==> src/rtl/cpu_defs_pkg.sv <==
// Shared fetch-stage definitions: FSM state encoding, PC step and default vectors.
// The MISALIGN_TRAP_EN macro, used by pc_fetch_ctrl, selects the misaligned-branch trap build.
package cpu_defs_pkg;

   typedef enum logic [1:0] {
      RST_IDLE = 2'b00,
      FETCH    = 2'b01,
      WAIT_RSP = 2'b10
   } fetch_state_t;

   localparam logic [31:0] PC_INC       = 32'h0000_0004;
   localparam logic [31:0] DEF_RESET_PC = 32'h0000_0000;
   localparam logic [31:0] DEF_TRAP_VEC = 32'h0000_0004;

   function automatic logic [31:0] word_align(input logic [31:0] addr);
      return addr & 32'hFFFF_FFFC;
   endfunction

endpackage

==> src/rtl/fetch_fsm.sv <==
// Fetch sequencing: tracks the single outstanding request, the stale-response
// discard flag, and decides when a request may be issued or a response loaded.
module fetch_fsm
   import cpu_defs_pkg::*;
(
   input  logic clk,
   input  logic rst_n,
   input  logic br_taken,
   input  logic stall,
   input  logic if_valid,
   input  logic imem_gnt,
   input  logic imem_rvalid,
   output logic imem_req,
   output logic grant_fire,
   output logic load_rsp
);

   fetch_state_t state_r;
   logic         discard_r;
   logic         imem_req_s;
   logic         load_rsp_s;

   // Request gating and response acceptance
   always_comb begin
      imem_req_s = 1'b0;
      load_rsp_s = 1'b0;
      if ((state_r == FETCH) && (!if_valid || !stall) && !br_taken) begin
         imem_req_s = 1'b1;
      end else begin
         imem_req_s = 1'b0;
      end
      // A redirect in the same cycle as the response makes that response stale
      if ((state_r == WAIT_RSP) && imem_rvalid && !discard_r && !br_taken) begin
         load_rsp_s = 1'b1;
      end else begin
         load_rsp_s = 1'b0;
      end
   end

   // State and discard-flag register
   always_ff @(posedge clk or negedge rst_n) begin
      if (!rst_n) begin
         state_r   <= RST_IDLE;
         discard_r <= 1'b0;
      end else begin
         case (state_r)
            RST_IDLE: begin
               state_r   <= FETCH;
               discard_r <= 1'b0;
            end
            FETCH: begin
               discard_r <= 1'b0;
               if (imem_req_s && imem_gnt) begin
                  state_r <= WAIT_RSP;
               end else begin
                  state_r <= FETCH;
               end
            end
            WAIT_RSP: begin
               if (imem_rvalid) begin
                  state_r   <= FETCH;
                  discard_r <= 1'b0;
               end else if (br_taken) begin
                  state_r   <= WAIT_RSP;
                  discard_r <= 1'b1;
               end else begin
                  state_r   <= WAIT_RSP;
                  discard_r <= discard_r;
               end
            end
            default: begin
               state_r   <= RST_IDLE;
               discard_r <= 1'b0;
            end
         endcase
      end
   end

   assign imem_req   = imem_req_s;
   assign grant_fire = imem_req_s && imem_gnt;
   assign load_rsp   = load_rsp_s;

endmodule

==> src/rtl/pc_fetch_ctrl.sv <==
// Instruction fetch controller: PC register, IF/ID holding registers and redirect.
// Define MISALIGN_TRAP_EN to trap misaligned branch targets to TRAP_VEC.
module pc_fetch_ctrl
   import cpu_defs_pkg::*;
#(
   parameter logic [31:0] RESET_PC = DEF_RESET_PC,
   parameter logic [31:0] TRAP_VEC = DEF_TRAP_VEC
) (
   input  logic        clk,
   input  logic        rst_n,
   input  logic        br_taken,
   input  logic [31:0] br_pc,
   input  logic        stall,
   output logic        imem_req,
   output logic [31:0] imem_addr,
   input  logic        imem_gnt,
   input  logic        imem_rvalid,
   input  logic [31:0] imem_rdata,
   output logic        if_valid,
   output logic [31:0] if_pc,
   output logic [31:0] if_inst,
`ifdef MISALIGN_TRAP_EN
   output logic        misalign_trap,
`endif
   output logic        flush_id
);

   logic [31:0] pc_r;
   logic [31:0] inflight_pc_r;
   logic        if_valid_r;
   logic [31:0] if_pc_r;
   logic [31:0] if_inst_r;
   logic [31:0] redirect_pc_s;
   logic        grant_fire_s;
   logic        load_rsp_s;
`ifdef MISALIGN_TRAP_EN
   logic        misalign_s;
   logic        misalign_trap_r;
`endif

   fetch_fsm u_fetch_fsm (
      .clk         (clk),
      .rst_n       (rst_n),
      .br_taken    (br_taken),
      .stall       (stall),
      .if_valid    (if_valid_r),
      .imem_gnt    (imem_gnt),
      .imem_rvalid (imem_rvalid),
      .imem_req    (imem_req),
      .grant_fire  (grant_fire_s),
      .load_rsp    (load_rsp_s)
   );

   // Redirect target selection
   always_comb begin
`ifdef MISALIGN_TRAP_EN
      if (br_pc[1:0] != 2'b00) begin
         redirect_pc_s = TRAP_VEC;
         misalign_s    = 1'b1;
      end else begin
         redirect_pc_s = br_pc;
         misalign_s    = 1'b0;
      end
`else
      redirect_pc_s = word_align(br_pc);
`endif
   end

   // PC and in-flight PC registers; a redirect always overrides the increment
   always_ff @(posedge clk or negedge rst_n) begin
      if (!rst_n) begin
         pc_r          <= RESET_PC;
         inflight_pc_r <= 32'h0000_0000;
      end else if (br_taken) begin
         pc_r          <= redirect_pc_s;
         inflight_pc_r <= inflight_pc_r;
      end else if (grant_fire_s) begin
         pc_r          <= pc_r + PC_INC;
         inflight_pc_r <= pc_r;
      end else begin
         pc_r          <= pc_r;
         inflight_pc_r <= inflight_pc_r;
      end
   end

   // IF/ID holding registers: held under stall, dropped once consumed or flushed
   always_ff @(posedge clk or negedge rst_n) begin
      if (!rst_n) begin
         if_valid_r <= 1'b0;
         if_pc_r    <= 32'h0000_0000;
         if_inst_r  <= 32'h0000_0000;
      end else if (br_taken) begin
         if_valid_r <= 1'b0;
      end else if (load_rsp_s) begin
         if_valid_r <= 1'b1;
         if_pc_r    <= inflight_pc_r;
         if_inst_r  <= imem_rdata;
      end else if (!stall) begin
         if_valid_r <= 1'b0;
      end else begin
         if_valid_r <= if_valid_r;
      end
   end

`ifdef MISALIGN_TRAP_EN
   // One-cycle trap pulse following a misaligned redirect
   always_ff @(posedge clk or negedge rst_n) begin
      if (!rst_n) begin
         misalign_trap_r <= 1'b0;
      end else begin
         misalign_trap_r <= br_taken && misalign_s;
      end
   end

   assign misalign_trap = misalign_trap_r;
`endif

   assign imem_addr = pc_r;
   assign if_valid  = if_valid_r;
   assign if_pc     = if_pc_r;
   assign if_inst   = if_inst_r;
   assign flush_id  = br_taken;

endmodule

==> config.mk <==
export PLATFORM = sky130hd
export DESIGN_NAME = pc_fetch_ctrl
export DESIGN_NICKNAME = d
export VERILOG_FILES = /design/src/rtl/cpu_defs_pkg.sv /design/src/rtl/fetch_fsm.sv /design/src/rtl/pc_fetch_ctrl.sv
export SDC_FILE = /design/constraint.sdc
export NUM_CORES = 1
export LEC_CHECK = 0
export BUFFER_PORTS_ARGS = -buffer_cell sky130_fd_sc_hd__clkbuf_2
export CORE_ASPECT_RATIO = 0.9
export CORE_MARGIN = 2
export CORE_UTILIZATION = 35
export CTS_CLUSTER_DIAMETER = 30
export CTS_CLUSTER_SIZE = 25
export DETAILED_ROUTE_END_ITERATION = 10
export PLACE_DENSITY = 0.65
export SETUP_SLACK_MARGIN = 0.4
export SLEW_MARGIN = 30
export SYNTH_ARGS = -nofsm -noshare
export SYNTH_HDL_FRONTEND = slang
export SYNTH_HIERARCHICAL = 1
export SYNTH_SLANG_ARGS = --single-unit
==> constraint.sdc <==
create_clock -name clk -period 6.9 [get_ports clk]
set_input_delay 1.38 -clock clk [delete_from_list [all_inputs] [get_ports clk]]
set_output_delay 1.38 -clock clk [all_outputs]
set_load 0.005 [all_outputs]
=== Yosys cells after proc, flatten, opt, wreduce, memory -nomap -nowiden ===
Cells that the tools add are included.

* $add $sub $neg: 1
* Multiply operators: 0
* Div/mod/pow operators: 0
* Order comparisons: 0
* Equal/unequal tests: 4
* Shift-type cells: 0
* Muxes and demuxes: 13
* Bitwise logic cells: 1
* Reductions and logical operators: 15

{| class="wikitable"
|+ Operators by type and width
! kind !! number
|-
| 2-to-1 mux 32 bit || 2
|-
| adder 32 x 3 -> 32 bit, second input constant || 1
|-
| 2-to-1 mux 1 bit || 8
|-
| logical AND 1 bit || 6
|-
| one-hot mux 2 bit (3 select lines) || 1
|-
| logical NOT 1 bit || 4
|-
| 2-to-1 mux 2 bit || 2
|-
| AND reduction 2 bit || 2
|-
| != test 3 x 2 -> 1 bit, second input constant || 1
|-
| != test 3 bit, second input constant || 1
|-
| == test 2 x 1 -> 1 bit, second input constant || 1
|-
| == test 2 bit, second input constant || 1
|-
| logical NOT 2 bit || 1
|-
| nonzero test 2 bit || 1
|-
| logical OR 1 bit || 1
|-
| NOT 1 bit || 1
|}

* Register bits: 132
* Bits in latches: 0
* RAM bits: 0
* ROM bits: 0
* Bits of input ports: 70
* Output and inout bits: 99
* Logic and storage cells: 41
* Memories kept: 0

=== Logic depth before layout (Yosys ltp) ===
* Depth after elaboration: 8
* Mapped depth: 7

=== Modules after synthesis ===
Netlist, hierarchy kept.

{| class="wikitable"
|+ Modules (own cells, without submodules)
! module !! instances !! cells an instance !! area each (µm²) !! sequential area each (µm²)
|-
| pc_fetch_ctrl || 1 || 408 || 5230.0 || 3078.0
|-
| fetch_fsm || 1 || 17 || 177.7 || 75.1
|}

=== Least setup slack after synthesis ===
Ideal clock, no wire load.

* Path kind: input port to flip-flop
* Start: in stall
* End: reg pc_r[17] (netlist: imem_addr[17])
* Library setup time: 82 ps
* Data arrival time: 3274 ps
* Required time: 6818 ps
* Setup slack: 3544 ps
* Cell stages on the path: 7
* Path buffers: 1
* Path through: and2_1 nor3_1 nand4_1 or4_1 clkbuf_1 or4_1 a31oi_1

* Word-level cells in the longest chain between the ends: 7

{| class="wikitable"
|+ Ends and longest elaborated chain
! item !! RTL line !! source
|-
| start, declared || pc_fetch_ctrl.sv:13 || <nowiki>input logic stall,</nowiki>
|-
| logical NOT 1 bit || fetch_fsm.sv:27 || <nowiki>if ((state_r == FETCH) && (!if_valid || !stall) && !br_taken) begin</nowiki>
|-
| logical OR 1 bit || fetch_fsm.sv:27 ||
|-
| logical AND 1 bit (2 in series) || fetch_fsm.sv:27 ||
|-
| 2-to-1 mux 1 bit || fetch_fsm.sv:27 ||
|-
| logical AND 1 bit || fetch_fsm.sv:80 || <nowiki>assign grant_fire = imem_req_s && imem_gnt;</nowiki>
|-
| net grant_fire_s || pc_fetch_ctrl.sv:34 || <nowiki>logic grant_fire_s;</nowiki>
|-
| nonzero test 2 bit (no source line) || - ||
|-
| end signal, assigned || pc_fetch_ctrl.sv:75 || <nowiki>pc_r <= redirect_pc_s;</nowiki>
|-
| end signal, assigned || pc_fetch_ctrl.sv:78 || <nowiki>pc_r <= pc_r + PC_INC;</nowiki>
|-
| end signal, assigned || pc_fetch_ctrl.sv:81 || <nowiki>pc_r <= pc_r;</nowiki>
|-
| end, declared || pc_fetch_ctrl.sv:28 || <nowiki>logic [31:0] pc_r;</nowiki>
|}

The timed path passes the listed nets, and every way through them passes these cells.
A chain may end at the register's enable or synchronous reset.

=== Worst setup path after layout ===
* Start: in br_taken
* End: reg pc_r[14] (netlist: imem_addr[14])

* Word-level cells in the longest chain between the ends: 5
* Elaborated cells on any way between the ends: 6

{| class="wikitable"
|+ Ends and longest elaborated chain
! item !! RTL line !! source
|-
| start, declared || pc_fetch_ctrl.sv:11 || <nowiki>input logic br_taken,</nowiki>
|-
| logical NOT 1 bit || fetch_fsm.sv:27 ||
|-
| logical AND 1 bit || fetch_fsm.sv:27 ||
|-
| 2-to-1 mux 1 bit || fetch_fsm.sv:27 ||
|-
| logical AND 1 bit || fetch_fsm.sv:80 ||
|-
| net grant_fire_s || pc_fetch_ctrl.sv:34 ||
|-
| nonzero test 2 bit (no source line) || - ||
|}

The timed path passes the listed nets, and every way through them passes these cells.

==> impl_metrics.csv <==
group,metric,value,unit
run,maxCapViolCount,0,
clock_tree,cts_resized,0,
power,pwr-share-clk,0.375,
drt,wl_met3,938,µm
drt,route.final.wire_length,12700,µm
setup_path,r2r_cells,6,
finish,finalInstanceArea,6930,µm²
placed_design,numPortBuffers,162,
clock_tree,cts_sinks,126,
setup_path,start_kind,"input port",
drt,top_layer,"met4",
floorplan,start_util,0.354,
timing,rsz0062_at_grt,"false",
synthesis,yosys.area.top_type,"dfrtp_1",
finish,area_growth,28.2,%
grt,grt_pass1_wl,20200,µm
clock_tree,htree_levels,4,
drt,via_count,4047,
timing,fin_setup_tns,0,ns
floorplan,io_pins,169,
synthesis,ys_ff_latch,126,
timing,drv_slew,0,
drt,drc,0,
synthesis,yosys.area_share.simple,0.115,
setup_path,r2r_setup_slack,4.14,ns
timing,worst_pin_slew,0.856,ns
timing,timing.fmax,288,MHz
grt,grt_max_degree,65,
synthesis,synthAdderAreaFrac,0.00231,
synthesis,syn_area,5410,µm²
finish,n_antenna_cell,0,
grt,grt_pass1_vias,4060,
drt,post_drt_wl_per_cell,15.9,µm
synthesis,synth_top_family_by_area,"multiplexers",
power,power.switching,548,µW
finish,fillers,1405,
timing,period_needed,3.47,ns
floorplan,num_rows,43,
setup_path,crit_type,"in -> reg",
placed_design,dp_hpwl,8800,µm
floorplan,die_h,122,µm
synthesis,synthMuxAreaShare,0.187,
outcome,outcome,"finished clean",
clock_tree,clkLatencyLatePin,0.41,ns
grt,grt.overflow.total,0,
drt,first_iter_violations,134,
finish,fin_nets,659,
finish,drive_gt1_frac,0.498,
power,intPower,1560,µW
setup_path,crit_required,7.19,ns
clock_tree,cts_buffers,17,
synthesis,synthArstFlopShare,1.00,
synthesis,ys_warn_count,6,
min_path,min_path_type,"reg -> reg",
timing,setup_viol,0,
drt,dr_wl_met2,5970,µm
setup_path,startpoint,"br_taken",
power,comb_power_share,0.156,
power,pwr-share-seq,0.469,
placed_design,globalplace.congestion,0.740,
drt,drtPass1Iterations,4,
synthesis,synth_edf_count,0,
setup_path,crit_path_end_kind,"flop",
synthesis,synth_xor_area_frac,0.0146,
power,p_leak,0.00331,µW
timing,finClkSkew,0.00672,ns
clock_tree,clkSlewWorstSetupHoldPaths,0.05,ns
synthesis,postSynthAreaPerCell,12.7,µm²
clock_tree,postCtsHoldBufs,0,
synthesis,synth_top_area_share,0.583,
floorplan,die_w,135,µm
timing,period_share,0.503,
setup_path,crit_fanout,34,
synthesis,synth_area_leaders,"dfrtp_1 58%, mux2_2 19%, or4_1 2.6%, nand2_1 2.2%, o31ai_1 1.7%",
synthesis,yosysSeqAreaShare,0.583,
grt,antenna_found_initial,0,
clock_tree,postCtsSetupBuffers,0,
clock_tree,clockBufferDepth,2,
synthesis,syn_inst,425,
timing,timing.final.hold_violations,0,
drt,wl_met1,5600,µm
power,vdd_drop_max,0.181,mV
power,switching_share,0.260,
power,power_density,304,nW/µm²
placed_design,placedInstanceArea,6380,µm²
grt,track_usage,0.160,
timing,timing.slew.headroom,0.427,
drt,antenna_left,0,
setup_path,r2r_end,"if_pc[18]",
setup_path,crit_path_end,"imem_addr[14]",
setup_path,critical_path_arrival,3.76,ns
setup_path,r2r_start,"u_fetch_fsm/state_r[0]",
synthesis,synth_compound_area_frac,0.0627,
clock_tree,tritoncts,"yes",
floorplan,die_area,16500,µm²
synthesis,ys_types,46,
clock_tree,cts_root_buf,"clkbuf_16",
drt,vias_per_cell,5.05,
floorplan,design.core.area,15300,µm²
synthesis,synthFlopType,"dfrtp_1",
==> state kept, by name, summed over array words and instances (netlist names) <==
| name | flops |
|---|---|
| if_valid | 1 |
| if_pc | 30 |
| imem_addr | 30 |
| u_fetch_fsm/discard_r | 1 |
| inflight_pc_r | 30 |
| u_fetch_fsm/state_r | 2 |
| if_inst | 32 |
==> cells in the mapped netlist, types with 2 or more instances <==
cell,count
dfrtp_1,126
buf_2,2
buf_4,5
xnor2_1,4
nand4_1,8
clkbuf_1,13
or3_1,2
mux2_2,89
o31ai_1,12
a31oi_1,14
xor2_1,5
o311ai_0,2
clkbuf_8,2
nand3_1,11
nand2_1,32
nand2b_4,2
buf_1,2
o211ai_1,6
or4_1,19
o21ai_0,15
inv_1,6
or2_2,2
and3_1,2
nor3_1,5
nor2_1,17
and2_1,2
==> cell type report <==
type	count	area, µm²	area share
Clock buffer	20	457	0.0659
Clock inverter	11	70.1	0.0101
Inverter	7	26.3	0.00379
Multi-Input combinational cell	268	2090	0.302
Sequential cell	126	3150	0.455
Tap cell	202	253	0.0364
Timing Repair Buffer	168	882	0.127
==> power groups by stage <==
stage	Clock (µW)	Sequential [µW]	Combinational, µW
2_1_floorplan	0	988	169
3_3_place_gp	0	989	325
3_5_place_dp	0	1000	335
4_1_cts	815	989	336
5_1_grt	848	1010	367
6_report	789	988	329
==> worst min-delay path by stage <==
stage / cells past startpoint / from / slack, ns / endpoint
after floorplan: 2 / inflight_pc_r[11] / 0.44 / inflight_pc_r[11]
after global placement: 2 / inflight_pc_r[12] / 0.47 / inflight_pc_r[12]
after detailed placement: 2 / inflight_pc_r[18] / 0.47 / inflight_pc_r[18]
after CTS: 2 / inflight_pc_r[18] / 0.48 / inflight_pc_r[18]
after global routing: 1 / inflight_pc_r[9] / 0.51 / if_pc[9]
final: 2 / inflight_pc_r[18] / 0.49 / inflight_pc_r[18]
==> metrics by stage <==
step | instances | util | worst slack, ns | total power (µW) | hold slack, ns
2_1_floorplan | 428 | - | 3.54 | 1160 | 0.444
3_3_place_gp | 770 | 0.418 | 2.96 | 1310 | 0.466
3_5_place_dp | 770 | 0.418 | 2.82 | 1340 | 0.472
4_1_cts | 801 | 0.452 | 3.26 | 2140 | 0.485
5_1_grt | 802 | 0.454 | 3.18 | 2230 | 0.514
6_report | 802 | 0.454 | 3.43 | 2110 | 0.488
==> cells by family (layout without fill, tap and decap cells) <==
kind of cell             after synthesis  after routing
flip-flops                           126            126
AND/OR/NAND/NOR                      112            112
buffers and inverters                 34            206
XOR/XNOR                               9              9
other                                  1              4
AO/OA/AOI/OAI                         52             52
multiplexers                          90             90
adder cells (fa/ha/maj)                1              1
==> per-layer routing <==
| metal | track usage | up-vias |
|---|---|---|
| met3 | 0.0508 | 20 |
| met2 | 0.253 | 145 |
| met4 | 0.0742 | 0 |
| met1 | 0.200 | 2015 |
| met5 | 0 | - |
| li1 | - | 1867 |
==> critical path, cell delays in order <==
cell	delay, ns
clkbuf_2	0.17
nand2b_4	0.19
nor3_2	0.16
buf_4	0.24
nand2_2	0.52
or4_1	0.76
o311ai_0	0.32
==> layout by cell type, fill, tap and decap left out, types with 2 or more instances in the layout <==
master / instances
a31oi_1: 14
and2_1: 2
and3_1: 2
buf_4: 5
clkbuf_16: 17
clkbuf_2: 161
clkbuf_8: 2
clkinv_2: 5
clkinvlp_4: 6
conb_1: 4
dfrtp_1: 126
inv_1: 6
mux2_2: 89
nand2_1: 31
nand2b_4: 2
nand3_1: 11
nand4_1: 8
nor2_1: 17
nor3_1: 4
o211ai_1: 6
o21ai_0: 15
o311ai_0: 2
o31ai_1: 12
or2_2: 2
or3_1: 2
or4_1: 19
xnor2_1: 4
xor2_1: 5
Note: power is estimated with default switching activity, not from simulation.
